File: src/rtl/load_scoreboard.sv
// load_scoreboard: tracks destination registers of in-flight loads between ID
// issue and data return. It raises a stall for load-use, load-WAW and full
// hazards, and rolls back loads that memory has not yet accepted when a
// mispredict flush arrives.
module load_scoreboard #(
    parameter int DEPTH = 4,
    parameter int CNT_W = 16
) (
    input  logic                       clk,
    input  logic                       rst_n,
    input  logic                       id_valid,
    input  logic [4:0]                 id_rs1,
    input  logic [4:0]                 id_rs2,
    input  logic                       id_useRs1,
    input  logic                       id_useRs2,
    input  logic [4:0]                 id_rd,
    input  logic                       id_regWrite,
    input  logic                       id_isLoad,
    input  logic                       mem_accept,
    input  logic                       ld_done_valid,
    input  logic [4:0]                 ld_done_rd,
    input  logic                       flush,
    output logic                       stall,
    output logic [31:0]                pending_vec,
    output logic [$clog2(DEPTH):0]     occupancy,
    output logic [CNT_W-1:0]           stall_cycles,
    output logic                       proto_err
);

    localparam int IW = $clog2(DEPTH);
    localparam int PW = IW + 1;

    // FIFO storage and the three wrap-bit pointers: entries between rd_ptr and
    // acc_ptr are accepted by memory, entries between acc_ptr and wr_ptr are
    // still speculative and can be squashed by a flush.
    logic [4:0]    entry_rd [DEPTH];
    logic [PW-1:0] wr_ptr;
    logic [PW-1:0] acc_ptr;
    logic [PW-1:0] rd_ptr;
    logic [PW-1:0] wr_ptr_next;
    logic [PW-1:0] acc_ptr_next;

    logic [PW-1:0] count;
    logic          full;
    logic [31:0]   pend;
    logic [PW-1:0] slot;
    logic          hz_rs1;
    logic          hz_rs2;
    logic          hz_rd;
    logic          hz_full;
    logic          issue;
    logic          accept_ok;
    logic          pop_ok;
    logic [4:0]    head_rd;
    logic          err_set;

    assign count     = wr_ptr - rd_ptr;
    assign full      = (count == PW'(DEPTH));
    assign occupancy = count;
    assign head_rd   = entry_rd[rd_ptr[IW-1:0]];

    // Build the pending-register vector from the valid window of the FIFO;
    // x0 is never reported since it cannot carry a hazard.
    always_comb begin
        pend = '0;
        slot = '0;
        for (int k = 0; k < DEPTH; k++) begin
            slot = rd_ptr + PW'(k);
            if (PW'(k) < count) begin
                pend[entry_rd[slot[IW-1:0]]] = 1'b1;
            end
        end
        pend[0] = 1'b0;
    end

    assign pending_vec = pend;

    // Hazard detection uses only registered scoreboard state, so a return or
    // accept in the same cycle never releases the stall early.
    always_comb begin
        hz_rs1  = id_useRs1 && (id_rs1 != 5'd0) && pend[id_rs1];
        hz_rs2  = id_useRs2 && (id_rs2 != 5'd0) && pend[id_rs2];
        hz_rd   = id_regWrite && (id_rd != 5'd0) && pend[id_rd];
        hz_full = id_isLoad && full;
        stall   = id_valid && (hz_rs1 || hz_rs2 || hz_rd || hz_full);
    end

    // Decide this cycle's pointer movements and whether the memory side broke
    // the in-order protocol. A flush pulls wr_ptr back to the post-accept
    // acc_ptr, discarding any same-cycle issue.
    always_comb begin
        issue        = id_valid && !stall && id_isLoad && id_regWrite &&
                       (id_rd != 5'd0) && !flush;
        accept_ok    = mem_accept && (acc_ptr != wr_ptr);
        pop_ok       = ld_done_valid && (rd_ptr != acc_ptr);
        acc_ptr_next = acc_ptr + PW'(accept_ok);
        wr_ptr_next  = wr_ptr;
        if (flush) begin
            wr_ptr_next = acc_ptr_next;
        end else if (issue) begin
            wr_ptr_next = wr_ptr + PW'(1);
        end
        err_set = (mem_accept && !accept_ok) ||
                  (ld_done_valid && !pop_ok) ||
                  (pop_ok && (ld_done_rd != head_rd));
    end

    // Pointer registers and entry writes; reset empties the FIFO at once.
    always_ff @(posedge clk or negedge rst_n) begin
        if (!rst_n) begin
            wr_ptr  <= '0;
            acc_ptr <= '0;
            rd_ptr  <= '0;
            for (int i = 0; i < DEPTH; i++) begin
                entry_rd[i] <= 5'd0;
            end
        end else begin
            wr_ptr  <= wr_ptr_next;
            acc_ptr <= acc_ptr_next;
            if (pop_ok) begin
                rd_ptr <= rd_ptr + PW'(1);
            end
            if (issue) begin
                entry_rd[wr_ptr[IW-1:0]] <= id_rd;
            end
        end
    end

    // Saturating count of stalled cycles for performance monitoring.
    always_ff @(posedge clk or negedge rst_n) begin
        if (!rst_n) begin
            stall_cycles <= '0;
        end else if (stall && (stall_cycles != {CNT_W{1'b1}})) begin
            stall_cycles <= stall_cycles + CNT_W'(1);
        end
    end

    // Sticky protocol error flag, cleared only by reset.
    always_ff @(posedge clk or negedge rst_n) begin
        if (!rst_n) begin
            proto_err <= 1'b0;
        end else if (err_set) begin
            proto_err <= 1'b1;
        end
    end

endmodule

File: config.mk
export PLATFORM = sky130hd
export DESIGN_NAME = load_scoreboard
export DESIGN_NICKNAME = d
export VERILOG_FILES = /design/src/rtl/load_scoreboard.sv
export SDC_FILE = /design/constraint.sdc
export NUM_CORES = 1
export LEC_CHECK = 0
export CAP_MARGIN = 5
export CELL_PAD_IN_SITES_DETAIL_PLACEMENT = 0
export CELL_PAD_IN_SITES_GLOBAL_PLACEMENT = 2
export CORE_ASPECT_RATIO = 0.5
export CORE_MARGIN = 2
export CORE_UTILIZATION = 36
export CTS_CLUSTER_DIAMETER = 100
export DETAILED_ROUTE_END_ITERATION = 16
export HOLD_SLACK_MARGIN = 0.02
export PLACE_DENSITY_LB_ADDON = 0.1
export SLEW_MARGIN = 20
export SYNTH_ARGS = -nofsm -noshare
export SYNTH_HDL_FRONTEND = slang
export SYNTH_SLANG_ARGS = --single-unit
File: constraint.sdc
create_clock -name clk -period 14.8 [get_ports clk]
set_input_delay 2.96 -clock clk [delete_from_list [all_inputs] [get_ports clk]]
set_output_delay 2.96 -clock clk [all_outputs]
set_load 0.01 [all_outputs]
Yosys cells after proc, flatten, opt, wreduce, memory -nomap -nowiden --
Cells that the tools add are included.
Word-level totals: logic and storage cells 122, output and inout port bits 53, register bits after elaboration 46
Operators by class: reductions and logical operators 37, bitwise operators 8, muxes and demuxes 35, $lt $le $gt $ge 21, add/sub/neg operators 7, equal/unequal tests 5
Operators with widths (count):
- $mux W32 | 4
- $or A32 B32 Y32 | 3
- $mux W5 | 9
- $lt A5 B6 Y1 const B | 7
- $bmux W5 S2 | 4
- $logic_and A1 B1 Y1 | 24
- $bwmux W20 | 1
- $demux W1 S5 | 4
- $ge A5 B1 Y1 const B | 4
- $add A16 B1 Y16 const B | 1
- $ne A16 B16 Y1 const B | 1
- $bmux W1 S5 | 3
- $ge A3 B3 Y1 const B | 5
- $not A2 Y3 | 5
- $reduce_bool A5 Y1 | 3
- $demux W5 S2 | 1
- $mux W1 | 7
- $add A3 B1 Y3 const B | 2
- $lt A1 B3 Y1 const A | 2
- $lt A2 B3 Y1 const A | 2
- $mux W3 | 2
- $ne A3 B3 Y1 | 2
- $logic_or A1 B1 Y1 | 5
- $ne A5 B5 Y1 | 1
- other kinds (7) | 11

Longest topological paths before layout --
Gate-level depths: netlist (run 1).
depth in word-level cells 30, depth in mapped cells 18, depth with buffers taken out 15

Least setup slack after synthesis (run 1) --
No wires, ideal clock.
path kind input to output, from input id_rs2[1], to output stall, required time 11840 ps, arrival 5311 ps, path slack 6529 ps, stages 11, buffers on the path 4, path through clkbuf_1 -> clkbuf_1 -> nor2_1 -> o31ai_1 -> o221ai_1 -> a222oi_1 -> o2111ai_1 -> a2111oi_4 -> buf_4 -> buf_6 -> a21oi_1
Between the ends: longest elaborated chain between the ends 7
Ends and longest elaborated chain:
- start: declaration | RTL line 13 | input logic [4:0] id_rs2,
- $bmux W1 S5 or $reduce_bool A5 Y1 (tied branches) | RTL line 82 | hz_rs2 = id_useRs2 && (id_rs2 != 5'd0) && pend[id_rs2];
- $mux W1 (implied by the code) or $logic_and A1 B1 Y1 (tied branches) | RTL line 82
- $logic_and A1 B1 Y1 (*) | RTL line 82
- $logic_or A1 B1 Y1 (*) (3 in series) | RTL line 85 | stall = id_valid && (hz_rs1 || hz_rs2 || hz_rd || hz_full);
- $logic_and A1 B1 Y1 (*) | RTL line 85
- end: declaration | RTL line 23 | output logic stall,
Every way passes the cells marked *; elsewhere a longest branch is shown, timed or not. The select of a mux whose other input is x is not followed.

Worst setup path in the final report (run 1) --
from input id_rd[1], to output stall
Between the ends: longest elaborated chain between the ends 6
Ends and longest elaborated chain:
- start: declaration | RTL line 16 | input logic [4:0] id_rd,
- $bmux W1 S5 or $reduce_bool A5 Y1 (tied branches) | RTL line 83 | hz_rd = id_regWrite && (id_rd != 5'd0) && pend[id_rd];
- $mux W1 (implied by the code) or $logic_and A1 B1 Y1 (tied branches) | RTL line 83
- $logic_and A1 B1 Y1 (*) | RTL line 83
- $logic_or A1 B1 Y1 (*) (2 in series) | RTL line 85
- $logic_and A1 B1 Y1 (*) | RTL line 85
Marked as above.

==> impl_results.md, run 1 <==
- Async SR Flop Fraction: 1.00
- Remaining antenna violation count: 0
- Worst Setup Path Type: in2out
- Comb pwr share: 0.789
- Sequential area share after synthesis: 0.219
- Detailed Place HPWL: 15.3 mm
- RSZ-0062 raised after global routing: no
- Layout area overhead: 20.6%
- Die area: around 16000 µm²
- 1st-iter DRT viols: between 500 and 600
- Total Power: between 1.5 and 2 mW
- Post-synth EDFFs: 0
- Number of clock sinks: between 40 and 50
- DRC violations left: 0
- GPL Wtd Cong: approximately 0.95
- Die span in x: around 170 µm
- Global-route layer with the greatest usage: met2
- Reg power frac: 0.141
- Iteration count of the initial detailed-routing pass: 5
- Clock group share of total power: 0.069
- First-pass GRT wire length: roughly 30 mm
- H-tree levels: 2
- Site Rows: 31
- Gr usage total: 0.257
- HP Class: reg2reg
- Initial antenna violation count: 0
- Pin count of the biggest net entering global routing: 47
- Outcome: completed
- Worst rel slew slack: 0.338
- Crit path launch type: input port
- Die Y: 89.4 µm
- Gr ovfl total: 0
- Nets: approximately 700
- CTS buffer count: 5
- Switching power: between 0.8 and 0.9 mW
- Clock transition at path regs: 0.07 ns
- Fmax: roughly 0.10 GHz
- CP max FO: 24
- Clk root buf: clkbuf_16
- Routed len/inst: about 24 µm
- Seq cells post-synth: 46
- CTS Hold Bufs: 0
- Tmin final: roughly 9.5 ns
- Routed Wire Length: 20.3 mm
- Layout Skew: between 0.009 and 0.01 ns
- GR Layer Usage met3: 0.0429
- # diodes: 0
- Syn_area_per_cell: 8.94 µm²
- Global Route met1 Usage: 0.374
- Mapped Area: 5250 µm²
- CP Data Arrival Time: between 6 and 7 ns
- Mapped Cells: between 500 and 600
- Slew Limit Fails: 0
- CP Capture Type: output port
- P_int: approximately 0.73 mW
- Final setup violation count: 0
- I/O pins: between 80 and 90
- Yosys cell types: 81
- Number of global-route vias before repair: roughly 5.0k
- Worst vdd ir: 106 µV
- Final period utilization: 0.645
- Warnings, synthesis: 0
- Max-Cap Viols: 0
- Bufs on Longest Clock Path: 2
- Routed via count: between 5k and 6k
- Pwr/cell area: ~250 nW/µm²
- Post_cts resized: 0
- Layout cells sized above 1: 0.174
- Post-CTS Setup Bufs: 0
- R2R Setup Slk: 8.63 ns
- Measured slew at the worst slew-check pin: just under 1 ns
- Via/cell ratio: between 6 and 7
- Core outline area: between 10000 and 15000 µm²
- CTS tree: built
- Leakage power: ~2.6 nW
- Initial Util: 0.366
- Worst-Skew Late Latency: 0.29 ns
- Final Hold Fails: 0
- CP required: between 10 and 15 ns
- Switching share of power: 0.543
- Setup_tns: 0 ns
- Met2 Usage GRT: 0.390
- Top_reg_cell synth: dfrtp_1
- Port Buffer Count: slightly above 80
- Post-Syn Nets: approximately 630
through the flow:
stage | setup slack [ns] | area (µm²) | util | std cells | hold slack, ns
2_1_floorplan | 6.53 | 5250 | - | 587 | 0.508
3_3_place_gp | 5.32 | 6180 | 0.431 | 838 | 0.467
3_5_place_dp | 5.29 | 6180 | 0.431 | 838 | 0.468
4_1_cts | 5.26 | 6330 | 0.441 | 846 | 0.488
5_1_grt | 5.05 | 6330 | 0.441 | 846 | 0.507
6_report | 5.25 | 6330 | 0.441 | 846 | 0.483
layer usage:
metal,share of wire,wire length [µm]
met1,0.47,9620
met2,0.42,8470
met3,0.086,1740
met4,0.025,508
met5,0,0
registers in the layout (all words and copies together) (netlist names):
name          cells
entry_rd         20
acc_ptr           3
rd_ptr            3
proto_err         1
wr_ptr            3
stall_cycles     16
worst max-delay path, cell delays in order:
cell	delay (ns)
clkdlybuf4s50_1	0.91
nand2b_1	0.25
nor2_1	0.07
or4_1	0.53
o2111ai_1	0.25
nand4_2	0.65
a21oi_1	0.36
clkdlybuf4s50_1	0.57
power by group through the flow:
stage / clock (mW) / sequential (mW) / combinational (mW)
final: 0.112 / 0.227 / 1.27
after detailed placement: 0 / 0.229 / 1.23
after global routing: 0.120 / 0.235 / 1.33
after global placement: 0 / 0.227 / 1.25
after CTS: 0.114 / 0.227 / 1.23
after floorplan: 0 / 0.215 / 0.802
cell usage after synthesis, drive strengths merged, types with 3 or more instances:
master	instances	area (µm²)
and3	10	62.6
nor2	33	124
o2111ai	3	26.3
nor4	12	75.1
a211oi	7	52.6
o32ai	5	43.8
clkbuf	19	71.3
a31oi	3	18.8
buf	16	100
mux4	26	586
o211ai	13	108
a211o	6	52.6
nor3	38	190
a2111oi	7	86.3
a21oi	16	83.8
nand3	21	105
o311ai	6	52.6
nand2	27	101
a32oi	3	26.3
nor3b	8	60.1
o22ai	24	150
xnor2	9	78.8
ha	9	113
inv	27	101
a22oi	6	45.0
xor2	19	166
or3b	17	149
or2	11	68.8
or4	4	33.8
nand4	15	125
o21bai	3	22.5
mux2	27	308
nand3b	10	75.1
nand2b	7	43.8
or3	7	43.8
mux2i	4	40.0
and2	7	43.8
o21ai	8	47.5
o31ai	5	37.5
nor2b	9	56.3
dfrtp	46	1150
area by class of cell:
cell class | count | area [µm²]
Clock buffer | 5 | 125
Clock inverter | 3 | 18.8
Fill cell | 1447 | 8020
Inverter | 29 | 109
Multi-Input combinational cell | 477 | 3820
Sequential cell | 46 | 1150
Tap cell | 198 | 248
Timing Repair Buffer | 88 | 861
cells in the final DEF, fill, tap and decap left out, drive strengths merged, types with 6 or more instances in the layout:
master and count:
a2111oi 7, a211o 6, a211oi 7, a21oi 16, a22oi 6, and2 7
and3 10, buf 8, clkdlybuf4s50 80, dfrtp 46, ha 9, inv 28
mux2 27, mux4 26, nand2 27, nand2b 7, nand3 21, nand3b 10
nand4 15, nor2 33, nor2b 9, nor3 38, nor3b 8, nor4 12
o211ai 13, o21ai 8, o22ai 24, o311ai 6, or2 11, or3 7
or3b 17, xnor2 9, xor2 19
cell families after synthesis:
family                     Yosys count  share of synthesized area
AOI/OAI and AO/OA                  133                      0.194
xor gates and xnor gates            29                     0.0510
adders and majority gates           10                     0.0253
buffers and inverters               64                     0.0534
DFF                                 46                      0.219
muxes                               57                      0.178
other                                1                   0.000714
and+or+nand+nor                    247                      0.278
worst paths after layout:
check,start,to,depth (start not counted)
hold / removal,stall_cycles[4],stall_cycles[4],1
setup / recovery,id_rd[1],stall,8
setup reg to reg,rd_ptr[0],entry_rd[0],15
min in group asynchronous,rst_n,stall_cycles[0],1
max in group asynchronous,rst_n,proto_err,1
hold reg to reg,stall_cycles[4],stall_cycles[4],1
Note: power is estimated with default switching activity, not from simulation.
==> run 2: changes to the inputs <==
CORE_UTILIZATION = 31   (was 36)
clock period = 8.6 ns   (was 14.8 ns; I/O delays follow)
==> run 2 against run 1 <==
Compared with the run above:
- cell area grew 0.42%
- final cell count rose by 3.2%
- register-to-register slack worse by 6.0 ns
- sequential power up 72%
- via count down 2.8%
- die area rose by 16%
- highest routed layer unchanged
- largest cell class unchanged
==> impl_results.md, run 2 (synthesis results as in run 1) <==
- Most flops, register: entry_rd
- RSZ-0062 raised after global routing: no
- Site Rows: 33 (+6.5%)
- Most common cell after layout, fill and taps aside: clkdlybuf4s50_1
- Slew Limit Fails: 0 (unchanged)
- H-tree levels: 2 (unchanged)
- Outcome: completed
- Max-Cap Viols: 0 (unchanged)
- Core outline area: 16500 µm² (+15%)
- CP required: 6.88 ns (-4.96 ns)
- CTS tree: built
- Layout area overhead: 21.1%
- Clock transition at path regs: 0.07 ns (about the same)
- CP Data Arrival Time: 6.11 ns (-0.48 ns)
- CP max FO: 24 (unchanged)
- Crit path launch type: flip-flop
- Worst rel slew slack: 0.322 (-0.0157)
- Area of the multi-input gates: 3820 µm² (unchanged)
- Routed via count: 5319 (-2.8%)
- 1st-iter DRT viols: 491 (-7.9%)
- CTS buffer count: 5 (unchanged)
- Routed len/inst: 23.1 µm (-3.9%)
- FF/Latch Area: 1150 µm² (unchanged)
- GR Layer Usage met3: 0.0430 (+0.0000764)
- Layout cells sized above 1: 0.172 (-0.00256)
- Number of global-route vias before repair: 4897 (-1.6%)
- Pre-CTS WS: 1.19 ns (-4.11 ns)
- Tmin final: 7.83 ns
- Initial antenna violation count: 0 (unchanged)
- Pwr/cell area: 430 nW/µm² (+69%)
- Via/cell ratio: 6.09 (-5.9%)
- Initial Util: 0.319 (-0.0471)
- Port Buffer Count: 81 (unchanged)
- Detailed Place HPWL: 15.3 mm (about the same)
- I/O pins: 83 (unchanged)
- DRC violations left: 0 (unchanged)
- Clk root buf: clkbuf_16
- Bufs on Longest Clock Path: 2 (unchanged)
- Fmax: approximately 0.13 GHz
- Die Y: 96.0 µm (+7.4%)
- Gr usage total: 0.220 (-0.0365)
- GPL Wtd Cong: 0.899 (-5.1%)
- Global Route met1 Usage: 0.318 (-0.0567)
- Post-CTS Setup Bufs: 0 (unchanged)
- Final period utilization: 0.911
- Worst-Skew Late Latency: 0.29 ns (about the same)
- Nets: 685 (-0.29%)
- Final setup violation count: 0 (unchanged)
- Global-route layer with the greatest usage: met2
- Met2 Usage GRT: 0.335 (-0.0547)
- HP Class: reg2reg
- Layout Skew: 0.00756 ns (-0.00150 ns)
- Gr ovfl total: 0 (unchanged)
- Leakage power: 2.57 nW (-0.61%)
- Die area: 18100 µm² (+16%)
- Measured slew at the worst slew-check pin: 1.01 ns (+0.0234 ns)
- CP Capture Type: output port
- # diodes: 0 (unchanged)
- Fill cells: 1662 (+15%)
- Most frequent cells in the layout: clkdlybuf4s50_1, dfrtp_1, nor3_1
- Iteration count of the initial detailed-routing pass: 5 (unchanged)
- First-pass GRT wire length: 30.0 mm (-2.0%)
- CTS Hold Bufs: 0 (unchanged)
- Worst vdd ir: 206 µV (+95%)
- Setup_tns: 0 ns (unchanged)
- Worst setup margin: 0.768 ns (-4.49 ns)
- Die span in x: 188 µm (+7.6%)
- Final Hold Fails: 0 (unchanged)
- Top Registers: entry_rd: 20 flops, stall_cycles: 16 flops
- Number of clock sinks: 46 (unchanged)
- Worst Setup Path Type: reg2out
- Pin count of the biggest net entering global routing: 47 (unchanged)
- Post_cts resized: 0 (unchanged)
- Remaining antenna violation count: 0 (unchanged)
- Largest register FFs: 20 (unchanged)
- Routed Wire Length: 20.2 mm (-0.88%)
## run 2: metrics by stage
stage	utilization	hold WS (ns)	power [mW]	cells	cell area [µm²]
5_1_grt	0.386	0.504	2.90	873	6360
3_3_place_gp	0.377	0.469	2.53	865	6210
6_report	0.386	0.481	2.73	873	6360
4_1_cts	0.386	0.488	2.69	873	6350
2_1_floorplan	-	0.508	1.75	587	5250
3_5_place_dp	0.377	0.473	2.49	865	6210
## run 2: critical path, cell delays in order (launching register included)
cell	delay [ns]
dfrtp_1	0.43
inv_1	0.13
ha_1	0.23
fa_1	0.35
xnor3_1	0.68
inv_1	0.32
o211ai_1	0.68
nor4_1	0.10
nor4_1	0.71
o221ai_1	0.20
a222oi_1	0.42
o2111ai_1	0.23
a2111oi_4	0.33
buf_4	0.36
a21oi_1	0.13
clkdlybuf4s50_1	0.50
## run 2: final cells by class
cell class,count,area share
inverters,29,0.0171
repair buffers,86,0.133
clock buffers,5,0.0197
flip-flops and latches,46,0.181
multi-input cells,477,0.601
clock inverters,3,0.00374
well taps,227,0.0447
## run 2: where the power goes
group	internal, mW	leakage [nW]	switching [mW]
Sequential	0.292	0.592	0.0986
Combinational	0.859	1.91	1.29
Clock	0.109	0.0664	0.0886
## run 2: per-layer routing
layer	part of all wire	vias to the layer above
met2	0.42	266
met5	0	-
met1	0.48	2596
li1	-	2421
met3	0.081	36
met4	0.020	0
## run 2: worst paths after layout
kind	to	from	cells past startpoint	slack (ns)
worst min-delay path	stall_cycles[6]	stall_cycles[6]	1	0.48
worst min register to register	stall_cycles[6]	stall_cycles[6]	1	0.48
min in group asynchronous	stall_cycles[0]	rst_n	1	1.43
max in group asynchronous	rd_ptr[0]	rst_n	1	6.76
worst max register to register	entry_rd[3]	wr_ptr[0]	15	2.65
worst max-delay path	stall	wr_ptr[0]	15	0.77
